===== src/rtl/xadc_pkg.sv =====
// ----------------------------------------------------------------------------
// xadc_pkg
// Shared definitions for the XADC DRP scheduler:
//   - DRP addresses of the six status registers read by the automatic scan,
//     plus the scan list that maps scan index 0..5 to those addresses
//   - FSM state enum and transaction-owner enum
// ----------------------------------------------------------------------------
package xadc_pkg;

    localparam int SCAN_LEN = 6;

    localparam logic [6:0] XADC_ADDR_TEMP    = 7'h00;
    localparam logic [6:0] XADC_ADDR_VCCINT  = 7'h01;
    localparam logic [6:0] XADC_ADDR_VCCAUX  = 7'h02;
    localparam logic [6:0] XADC_ADDR_VCCBRAM = 7'h06;
    localparam logic [6:0] XADC_ADDR_AUX2    = 7'h12;
    localparam logic [6:0] XADC_ADDR_AUX3    = 7'h13;

    // Scan index i reads XADC_SCAN_LIST[i] into the i-th measured_* result.
    localparam logic [6:0] XADC_SCAN_LIST [SCAN_LEN] = '{
        XADC_ADDR_TEMP, XADC_ADDR_VCCINT, XADC_ADDR_VCCAUX,
        XADC_ADDR_VCCBRAM, XADC_ADDR_AUX2, XADC_ADDR_AUX3
    };

    typedef enum logic [1:0] {
        ST_IDLE,
        ST_ISSUE,
        ST_WAIT_RDY,
        ST_FINISH
    } drp_state_e;

    typedef enum logic {
        OWNER_HOST,
        OWNER_SCAN
    } owner_e;

endpackage


===== src/rtl/drp_timeout_counter.sv =====
// ----------------------------------------------------------------------------
// drp_timeout_counter
// Counts DCLK cycles of an outstanding DRP transaction and flags expiry.
//   clk      in  DRP clock, rising edge
//   rst      in  asynchronous active-high reset
//   run      in  high while a transaction is outstanding (ISSUE or WAIT_RDY);
//                low clears the count, so it reads 0 during the ISSUE cycle
//   expired  out high when the count has reached TIMEOUT_CYCLES-1
// ----------------------------------------------------------------------------
module drp_timeout_counter #(
    parameter int TIMEOUT_CYCLES = 64
) (
    input  logic clk,
    input  logic rst,
    input  logic run,
    output logic expired
);

    localparam int CNT_W = (TIMEOUT_CYCLES > 2) ? $clog2(TIMEOUT_CYCLES) : 1;

    logic [CNT_W-1:0] count;

    // NOTE: sequential state is always updated with non-blocking assignments
    // so every register samples pre-edge values regardless of block order.
    always_ff @(posedge clk or posedge rst) begin
        if (rst) begin
            count <= '0;
        end else if (!run) begin
            count <= '0;
        end else if (!expired) begin
            count <= count + CNT_W'(1);
        end
    end

    assign expired = (count == CNT_W'(TIMEOUT_CYCLES - 1));

endmodule


===== src/rtl/xadc_drp_scheduler.sv =====
// ----------------------------------------------------------------------------
// xadc_drp_scheduler
// Shares the XADC DRP between an automatic scan engine (six status reads per
// end-of-sequence) and a host read/write port. Host wins arbitration in IDLE;
// a scan is interruptible between reads, never within one.
//   DCLK, RESET              clock / asynchronous active-high reset
//   eos                      end-of-sequence pulse, requests a scan
//   host_req/we/addr/di      host transaction (req held until host_ack)
//   host_ack, host_do        completion pulse and read data
//   den/dwe/daddr/di         DRP request outputs
//   do_in, drdy              DRP response inputs
//   measured_*               last scanned raw register values
//   scan_done                pulse after the sixth scan read finishes
//   timeout_err              sticky flag for any aborted transaction
// ----------------------------------------------------------------------------
module xadc_drp_scheduler
    import xadc_pkg::*;
#(
    parameter int TIMEOUT_CYCLES = 64,
    parameter int ADDR_W         = 7
) (
    input  logic              DCLK,
    input  logic              RESET,
    input  logic              eos,
    input  logic              host_req,
    input  logic              host_we,
    input  logic [ADDR_W-1:0] host_addr,
    input  logic [15:0]       host_di,
    output logic              host_ack,
    output logic [15:0]       host_do,
    output logic              den,
    output logic              dwe,
    output logic [ADDR_W-1:0] daddr,
    output logic [15:0]       di,
    input  logic [15:0]       do_in,
    input  logic              drdy,
    output logic [15:0]       measured_temp,
    output logic [15:0]       measured_vccint,
    output logic [15:0]       measured_vccaux,
    output logic [15:0]       measured_vccbram,
    output logic [15:0]       measured_aux2,
    output logic [15:0]       measured_aux3,
    output logic              scan_done,
    output logic              timeout_err
);

    localparam logic [2:0] SCAN_LAST = 3'(SCAN_LEN - 1);

    drp_state_e        state, state_n;
    owner_e            owner;
    logic [ADDR_W-1:0] req_addr;
    logic              req_we;
    logic [15:0]       req_di;
    logic [2:0]        scan_idx;
    logic              scan_pending;
    logic              restart;
    logic [15:0]       meas [SCAN_LEN];

    logic load_host, load_scan, capture, expire_evt;
    logic expired, in_scan, scan_step, scan_last;

    drp_timeout_counter #(
        .TIMEOUT_CYCLES(TIMEOUT_CYCLES)
    ) u_timeout (
        .clk     (DCLK),
        .rst     (RESET),
        .run     ((state == ST_ISSUE) || (state == ST_WAIT_RDY)),
        .expired (expired)
    );

    always_ff @(posedge DCLK or posedge RESET) begin
        if (RESET) state <= ST_IDLE;
        else       state <= state_n;
    end

    // NOTE: every always_comb output gets a default first, so no path through
    // the case statement can leave a signal unassigned and infer a latch.
    always_comb begin
        state_n    = state;
        load_host  = 1'b0;
        load_scan  = 1'b0;
        capture    = 1'b0;
        expire_evt = 1'b0;
        case (state)
            ST_IDLE: begin
                if (host_req) begin
                    load_host = 1'b1;
                    state_n   = ST_ISSUE;
                end else if (scan_pending) begin
                    load_scan = 1'b1;
                    state_n   = ST_ISSUE;
                end
            end
            ST_ISSUE: state_n = ST_WAIT_RDY;
            ST_WAIT_RDY: begin
                // drdy wins if it lands on the last allowed cycle.
                if (drdy) begin
                    capture = 1'b1;
                    state_n = ST_FINISH;
                end else if (expired) begin
                    expire_evt = 1'b1;
                    state_n    = ST_FINISH;
                end
            end
            ST_FINISH: state_n = ST_IDLE;
            default:   state_n = ST_IDLE;
        endcase
    end

    // A scan is "in progress" from its first issue until the index wraps,
    // including host interruptions between reads.
    assign in_scan   = (scan_idx != 3'd0) || ((state != ST_IDLE) && (owner == OWNER_SCAN));
    assign scan_step = (state == ST_FINISH) && (owner == OWNER_SCAN);
    assign scan_last = (scan_idx == SCAN_LAST);

    // NOTE: the result registers are reset like any other state because they
    // drive outputs that must read 0 out of reset.
    always_ff @(posedge DCLK or posedge RESET) begin
        if (RESET) begin
            owner        <= OWNER_HOST;
            req_addr     <= '0;
            req_we       <= 1'b0;
            req_di       <= '0;
            host_do      <= '0;
            scan_idx     <= '0;
            scan_pending <= 1'b0;
            restart      <= 1'b0;
            timeout_err  <= 1'b0;
            for (int i = 0; i < SCAN_LEN; i++) meas[i] <= '0;
        end else begin
            if (load_host) begin
                owner    <= OWNER_HOST;
                req_addr <= host_addr;
                req_we   <= host_we;
                req_di   <= host_di;
            end else if (load_scan) begin
                owner    <= OWNER_SCAN;
                req_addr <= ADDR_W'(XADC_SCAN_LIST[scan_idx]);
                req_we   <= 1'b0;
                req_di   <= '0;
            end

            if (capture) begin
                if (owner == OWNER_HOST) host_do        <= do_in;
                else                     meas[scan_idx] <= do_in;
            end

            if (expire_evt) timeout_err <= 1'b1;

            if (scan_step && scan_last) begin
                // Another scan follows if eos arrived during this one or
                // coincides with this final FINISH.
                scan_idx     <= '0;
                scan_pending <= restart | eos;
                restart      <= 1'b0;
            end else begin
                if (scan_step) scan_idx <= scan_idx + 3'd1;
                if (eos) begin
                    scan_pending <= 1'b1;
                    if (in_scan) restart <= 1'b1;
                end
            end
        end
    end

    assign den       = (state == ST_ISSUE);
    assign dwe       = den & req_we;
    assign daddr     = den ? req_addr : '0;
    assign di        = den ? req_di : '0;
    assign host_ack  = (state == ST_FINISH) && (owner == OWNER_HOST);
    assign scan_done = scan_step && scan_last;

    assign measured_temp    = meas[0];
    assign measured_vccint  = meas[1];
    assign measured_vccaux  = meas[2];
    assign measured_vccbram = meas[3];
    assign measured_aux2    = meas[4];
    assign measured_aux3    = meas[5];

endmodule


===== config.mk =====
export PLATFORM = sky130hd
export DESIGN_NAME = xadc_drp_scheduler
export DESIGN_NICKNAME = d
export VERILOG_FILES = /design/src/rtl/xadc_pkg.sv /design/src/rtl/drp_timeout_counter.sv /design/src/rtl/xadc_drp_scheduler.sv
export SDC_FILE = /design/constraint.sdc
export NUM_CORES = 1
export LEC_CHECK = 0
export CAP_MARGIN = 15
export CORE_MARGIN = 3
export CORE_UTILIZATION = 42
export CTS_CLUSTER_SIZE = 24
export DETAILED_ROUTE_END_ITERATION = 8
export GPL_ROUTABILITY_DRIVEN = 0
export PLACE_DENSITY = 0.86
export RECOVER_POWER = 50
export SETUP_SLACK_MARGIN = 0.3
export SLEW_MARGIN = 20
export SYNTH_ARGS = -nofsm -noshare
export SYNTH_HDL_FRONTEND = slang
export SYNTH_SLANG_ARGS = --single-unit

===== constraint.sdc =====
create_clock -name DCLK -period 5.8 [get_ports DCLK]
set_clock_uncertainty 0.05 [all_clocks]
set_input_delay 1.74 -clock DCLK [delete_from_list [all_inputs] [get_ports DCLK]]
set_output_delay 1.74 -clock DCLK [all_outputs]
set_load 0.01 [all_outputs]

==> metrics.yaml, run 1 <==
status: "finished, violations left"
violations: "max-capacitance violations, max-slew violations"
yosysSeqAreaShare: 0.618
worstSetupStartpointType: "input pin"
yosysTopAreaCellShare: 0.618
drt_first_pass_iters: 4
rsz0062_at_grt: "false"
cpPeakStageDelay_ps: 1350
p_leak_nw: 4.01
start_util: 0.435
yosys_warnings: 0
wirelength_um: 16000
drv_cap: 1
crit_type: "input pin to async pin"
critical_path_buf_inv_count: 3
worst_slew_pin_slew_ps: 1760
max_freq_ghz: 0.221
diodes: 0
fin_nets: 660
htree_num_levels: 4
cts_buffers: 17
fill_cells: 1026
post-route-util: 0.619
cp-end-kind: "async pin"
pwr-share-comb: 0.381
power.share.clock: 0.238
hold_buffers: 0
ctsResizeCount: 0
final_common_cell: "dfrtp_1"
finalCritPeriodShare: 0.780
cts-root-buf: "clkbuf_16"
pwr_density_cell_nw_per_um2: 523
synth.distinct_cells: 37
cts.sinks: 151
clk_pin_slew_ps: 60
cts_tree: "done"
cp.required_ps: 6010
syn-instance-count: 419
drcViolationCount: 0
dieWidth_um: 127
final_cell_mix: "dfrtp_1, clkdlybuf4s50_1, mux2_2"
io_buffers: 184
switching_share: 0.316
crit_chain: "dlygate4sd3_1, clkinvlp_2, clkbuf_4"
ant_nets: 0
startpoint: "RESET"
finalMaxSlewViolations: 41
irDropWorstVdd_v: 0.000239
crit_slowest_cell: "clkbuf_4"
area_delta_synth_final_pct: 42.1
seqPwrFrac: 0.380
yosys-top-cells-area: "dfrtp_1, mux2_2, a22o_1"
yosys_register_bits: 151
synth.net_count: 473
grt_pass1_wl_um: 25300
rr_startpoint: "state[0]"
final_layout_size_suffix_gt1_frac: 0.242
critPathMaxFanout: 112
cts_setup_buffers: 0
grt.total_usage: 0.204
synth_largest_area_cell: "dfrtp_1"
syn_avg_cell_area_um2: 14.6
antenna_found_initial: 0
hold_viol: 0
vias: 4147
setup_viol: 0
core-area_um2: 14000
clock_latency_ps: 410
row_count: 43
max_slew_margin: -0.180
viasPerCell: 5.19
finalSetupTns_ps: 0
first_iter_violations: 197
die_area_um2: 16000
wl_per_cell_um: 20.0
final_cells: 799
die_h_um: 127
p_sw_mw: 1.44
clk_path_buf_depth: 2
hold_class: "register to register"
place_inst: 767
num_io_pins: 185
hpwlAfterDp_um: 11200
syn-cell-area_um2: 6110
grt_pass1_vias: 4552
critPathArrivalTime_ps: 4740
p_int_mw: 3.11
hp-start: "timeout_err"
gr-total-overflow: 0
period_needed_ps: 4520
grt_start_max_net_pins: 113
critPathTopFamily: "buffers and inverters"
Yosys cell counts:
library cell  number
dfrtp_1          151
mux2_2           100
and2_1            25
a22o_1            22
nand2_1           16
clkbuf_1          10
mux2_4            10
ha_1               9
inv_1              8
nor2_1             8
o21ai_0            7
a21oi_1            6
buf_4              4
nor2b_1            4
buf_2              3
mux2i_1            3
nand3b_1           3
a21o_1             2
and3_1             2
buf_6              2
inv_2              2
mux2_1             2
nand3_1            2
nor2_2             2
nor4_4             2
or4_1              2
xor2_1             2
a211o_1            1
a221oi_1           1
a31oi_1            1
nand2b_1           1
o211ai_1           1
o21ai_1            1
o21bai_1           1
o22a_1             1
o311a_1            1
or3_1              1
logic make-up (layout without fill, tap and decap cells):
family	count (synthesis)	after routing	share of synthesized area
flip-flops	151	151	0.618
multiplexers	115	115	0.217
AND/OR/NAND/NOR	68	68	0.0653
AO/OA/AOI/OAI	45	45	0.0548
buffers and inverters	29	229	0.0233
adder cells (fa/ha/maj)	9	9	0.0184
XOR/XNOR	2	2	0.00287
worst paths after layout:
check	to	slack (ps)	cells after the start
hold reg to reg	timeout_err	410	1
max in group DCLK	di[13]	1690	4
setup reg to reg	measured_vccint[4]	3160	6
hold / removal	timeout_err	410	1
setup / recovery	measured_temp[1]	1280	3
min in group asynchronous	req_di[0]	2170	2
layer usage:
metal | wire (µm) | GRT usage
met1 | 6260 | 0.236
met5 | 0 | 0
met3 | 1000 | 0.0653
met4 | 499 | 0.0921
met2 | 8210 | 0.348
final cells by class:
| cell class | count | area [µm²] | share of cell area |
|---|---|---|---|
| clock inverters | 12 | 140 | 0.0161 |
| clock buffers | 20 | 447 | 0.0514 |
| well taps | 180 | 225 | 0.0259 |
| multi-input cells | 239 | 2200 | 0.253 |
| repair buffers | 187 | 1860 | 0.215 |
| inverters | 10 | 38.8 | 0.00446 |
| flip-flops and latches | 151 | 3780 | 0.435 |
worst reg2reg max path, cell delays in order (launching register included):
cell and delay, ps:
dfrtp_1 420, inv_1 100, ha_1 210, nand2_1 190, or3_1 410, nor2_2 730, mux2_2 430
power groups by stage:
stage               clock (mW)  sequential [mW]  combinational (mW)
floorplan                    0             1.85               0.698
global placement             0             1.72                1.74
detailed placement           0             1.74                1.80
CTS                       1.11             1.74                1.82
global route              1.15             1.78                1.86
finish                    1.08             1.73                1.73
state kept, by name, indices dropped and copies added, names as in the netlist, 2 cells and up:
name              count
measured_vccaux      16
req_addr              7
u_timeout.count       6
measured_aux3        16
host_do              16
state                 2
measured_vccbram     16
req_di               16
scan_idx              3
measured_temp        16
measured_aux2        16
measured_vccint      16
per-stage QoR:
stage	power (mW)	cell area, µm²	hold WS (ps)	worst slack, ps
5_1_grt	4.80	8690	443	805
4_1_cts	4.67	8710	417	1640
3_5_place_dp	3.54	8120	405	1650
2_1_floorplan	2.54	6120	392	2110
6_report	4.55	8690	410	1280
3_3_place_gp	3.46	8120	405	1700
Note: power is estimated with default switching activity, not from simulation.
==> run 2: changes to the inputs <==
- CORE_UTILIZATION: 42 -> 47
- PLACE_DENSITY: 0.86 -> 0.9
- clock period: 5.8 -> 4.4 ns (I/O delays scaled with it)
==> run 2 against run 1 <==
Against the previous run:
- the run still ends with max-capacitance violations, max-slew violations left
- die area is 10% lower
- power is 35% higher
- sequential cell count stayed put
- routed wire length is 3.9% lower
- first-iteration DRC count is 11% higher
- global-route usage is 1.4 points higher
==> metrics.yaml, run 2 (synthesis gave the netlist of run 1 again) <==
diodes: 0
fin_nets: 662
htree_num_levels: 4
setup_viol: 0
finalSetupTns_ps: 0
drv_cap: 1
ant_nets: 0
antenna_found_initial: 0
power.share.clock: 0.259
place_ws_ps: 811
area_delta_synth_final_pct: 43.4
wl_per_cell_um: 19.4
final_common_cell: "dfrtp_1"
status: "finished, violations left"
hold_class: "register to register"
gr-total-overflow: 0
hold_viol: 0
vias: 4105
clk_pin_slew_ps: 60
first_iter_violations: 218
power_mw: 6.14
critPathArrivalTime_ps: 2350
cp.required_ps: 3030
final_layout_size_suffix_gt1_frac: 0.245
grt_pass1_wl_um: 24300
max_slew_margin: -0.320
wirelength_um: 15400
io_buffers: 184
rsz0062_at_grt: "false"
pwr-share-comb: 0.369
finalMaxSlewViolations: 152
clock_latency_ps: 410
reg2reg_slack_ps: 1860
grt.total_usage: 0.218
violations: "max-capacitance violations, max-slew violations"
period_needed_ps: 3720
critPathMaxFanout: 25
cts_buffers: 17
cts.sinks: 151
p_int_mw: 4.28
p_sw_mw: 1.85
pwr_density_cell_nw_per_um2: 700
cts-root-buf: "clkbuf_16"
drcViolationCount: 0
switching_share: 0.302
p_leak_nw: 4.03
holdPathStages: 1
viasPerCell: 5.18
cts_setup_buffers: 0
clk_path_buf_depth: 2
grt_pass1_vias: 4474
worst_slew_pin_slew_ps: 1980
post-route-worst-setup-slack_ps: 680
seqPwrFrac: 0.372
cp-end-kind: "primary output"
grt_start_max_net_pins: 152
hold_buffers: 0
hpwlAfterDp_um: 10500
num_io_pins: 185
final_cell_mix: "dfrtp_1, clkdlybuf4s50_1, mux2_2"
place_area_um2: 8120
max_freq_ghz: 0.269
die_h_um: 120
irDropWorstVdd_v: 0.000493
cts_tree: "done"
worstSetupStartpointType: "register"
finalInstanceArea_um2: 8770
ctsResizeCount: 0
crit_type: "register to primary output"
start_util: 0.483
drt_first_pass_iters: 4
die_area_um2: 14400
dieWidth_um: 120
row_count: 41
ff2ff_path_depth: 6
core-area_um2: 12700
finalCritPeriodShare: 0.845
run 2: per-layer routing:
metal  track usage  share of wire  vias to the layer above  wire, µm
li1              -              -                     1866         -
met1         0.261           0.40                     2092      6070
met2         0.370           0.52                      125      8050
met3        0.0763          0.064                       22       976
met4        0.0723          0.017                        0       257
met5             0              0                        -         0
run 2: area by class of cell:
type | instances | area [µm²]
fillers | 870 | 3900
flip-flops and latches | 151 | 3780
multi-input cells | 239 | 2200
repair buffers | 189 | 1880
clock buffers | 21 | 460
well taps | 172 | 215
clock inverters | 11 | 196
inverters | 10 | 41.3
run 2: final timing paths:
check | from | end
max | state[1] | di[7]
min | timeout_err | timeout_err
max reg2reg | state[1] | req_addr[1]
min reg2reg | timeout_err | timeout_err
max in group asynchronous | RESET | measured_aux3[11]
min in group asynchronous | RESET | measured_aux2[7]
run 2: metrics by stage:
stage,hold slack [ps],util,std cells
after CTS,416,0.693,793
after global placement,401,0.641,761
final,409,0.692,793
after floorplan,392,-,419
after global routing,430,0.692,793
after detailed placement,402,0.641,761
run 2: worst max-delay path, cell delays in order, from the launching register on:
cell,delay [ps]
dfrtp_1,410
inv_1,110
ha_1,630
and2_1,240
clkdlybuf4s50_1,540
run 2: power groups by stage:
stage	logic, mW	clock network (mW)	registers (mW)
2_1_floorplan	0.919	0	2.43
3_3_place_gp	2.29	0	2.26
3_5_place_dp	2.36	0	2.30
4_1_cts	2.38	1.62	2.29
5_1_grt	2.43	1.68	2.35
6_report	2.27	1.59	2.28
==> run 3: changes to the inputs <==
- CORE_UTILIZATION: 47 -> 42
- PLACE_DENSITY: 0.9 -> 0.86
- clock period: 4.4 -> 3.2 ns (I/O delays scaled with it)
==> run 3 against run 2 <==
Against the previous run:
- the flow now finishes without violations
- sequential power rose by 38%
- die area rose by 11%
- first-iteration DRC count rose by 11%
- hold slack improved by 7.7 ps
- global-route usage fell by 1.3 points
- cell count rose by 2.1%
- critical path depth rose by 1
==> metrics.yaml, run 3 (synthesis gave the netlist of run 1 again) <==
status: "complete, no violations"
max_freq_ghz: 0.349
worst_slew_pin_slew_ps: 1440
final_cell_mix: "dfrtp_1, clkdlybuf4s50_1, mux2_2"
irDropWorstVdd_v: 0.000459
reg2reg_slack_ps: 760
place_inst: 776
viasPerCell: 5.28
p_leak_nw: 4.32
place_ws_ps: 218
final_layout_size_suffix_gt1_frac: 0.260
crit_slowest_cell: "clkdlybuf4s50_1"
post-route-worst-setup-slack_ps: 331
cts-root-buf: "clkbuf_16"
critPathMaxFanout: 13
die_area_um2: 16000
hold_viol: 0
rsz0062_at_grt: "true"
cts_buffers: 17
hpwlAfterDp_um: 11000
ant_nets: 0
grt.total_usage: 0.205
drv_cap: 0
start_util: 0.435
hold_class: "register to register"
multi_input_area_um2: 2220
io_buffers: 184
cp-end-kind: "primary output"
worstSetupStartpointType: "register"
cts_tree: "done"
fin_nets: 671
pwr_density_cell_nw_per_um2: 955
hold_buffers: 0
dieWidth_um: 127
crit_type: "register to primary output"
crit_chain: "inv_2, ha_4, buf_6, and2_1, clkdlybuf4s50_1"
row_count: 43
cts.sinks: 151
hold_slack_ps: 417
area_delta_synth_final_pct: 45.4
drt_first_pass_iters: 4
cpPeakStageDelay_ps: 530
seqCellArea_um2: 3780
critPathArrivalTime_ps: 1860
min_to: "timeout_err"
place_area_um2: 8220
htree_num_levels: 4
clock_latency_ps: 410
die_h_um: 127
grt_start_max_net_pins: 109
first_iter_violations: 242
finalInstanceArea_um2: 8890
grt_pass1_vias: 4611
hp-start: "timeout_err"
wl_per_cell_um: 20.0
fill_cells: 1030
final_cells: 810
rr_startpoint: "state[0]"
finalCritPeriodShare: 0.897
antenna_found_initial: 0
ff2ff_path_depth: 7
cp.required_ps: 2190
period_needed_ps: 2870
finalSetupTns_ps: 0
num_io_pins: 185
clk_pin_slew_ps: 60
final_common_cell: "dfrtp_1"
drcViolationCount: 0
post-route-util: 0.633
r2r_end: "req_addr[0]"
grt_pass1_wl_um: 25700
wirelength_um: 16200
power_mw: 8.49
max_slew_margin: 0.0396
core-area_um2: 14000
diodes: 0
vias: 4274
finalMaxSlewViolations: 0
gr-total-overflow: 0
holdPathStages: 1
setup_viol: 0
clk_path_buf_depth: 2
==> run 3: worst max path at each step <==
| stage | startpoint | depth (start not counted) | to |
|---|---|---|---|
| 6_report | state[1] | 5 | di[3] |
| 5_1_grt | host_req | 6 | req_addr[0] |
| 4_1_cts | state[0] | 4 | daddr[0] |
| 3_5_place_dp | drdy | 6 | measured_vccint[5] |
| 3_3_place_gp | drdy | 6 | measured_vccint[1] |
| 2_1_floorplan | RESET | 1 | host_do[0] |
==> run 3: area by class of cell <==
cell class	instances	area share
Tap cell	180	0.0253
Clock inverter	13	0.0187
Multi-Input combinational cell	239	0.249
Clock buffer	19	0.0509
Inverter	10	0.00464
Sequential cell	151	0.425
Timing Repair Buffer	198	0.226
==> run 3: per-layer routing <==
metal / share of wire / vias to the layer above / routed length [µm] / track usage
met3: 0.054 / 34 / 879 / 0.0552
met2: 0.52 / 157 / 8340 / 0.342
met1: 0.40 / 2190 / 6470 / 0.253
met4: 0.030 / 0 / 489 / 0.0883
met5: 0 / - / 0 / 0
li1: - / 1893 / - / -
==> run 3: critical path: cells and delay by family, from the launching register on <==
family / cells / cell delay (ps)
buf+inv: 3 / 770
simple gates: 1 / 130
fa+ha+maj: 1 / 160
flops: 1 / 390
==> run 3: repair_timing <==
| item | CTS | global route |
|---|---|---|
| buffers inserted | 1 | 0 |
| resized for setup | 16 | 20 |
| gates cloned | 1 | 0 |
| endpoints found under the setup margin | 26 | 19 |
==> run 3: power breakdown <==
group / total [mW] / switching [mW] / internal (mW)
sequential: 3.15 / 0.478 / 2.68
clock: 2.06 / 0.789 / 1.28
combinational: 3.27 / 1.38 / 1.89
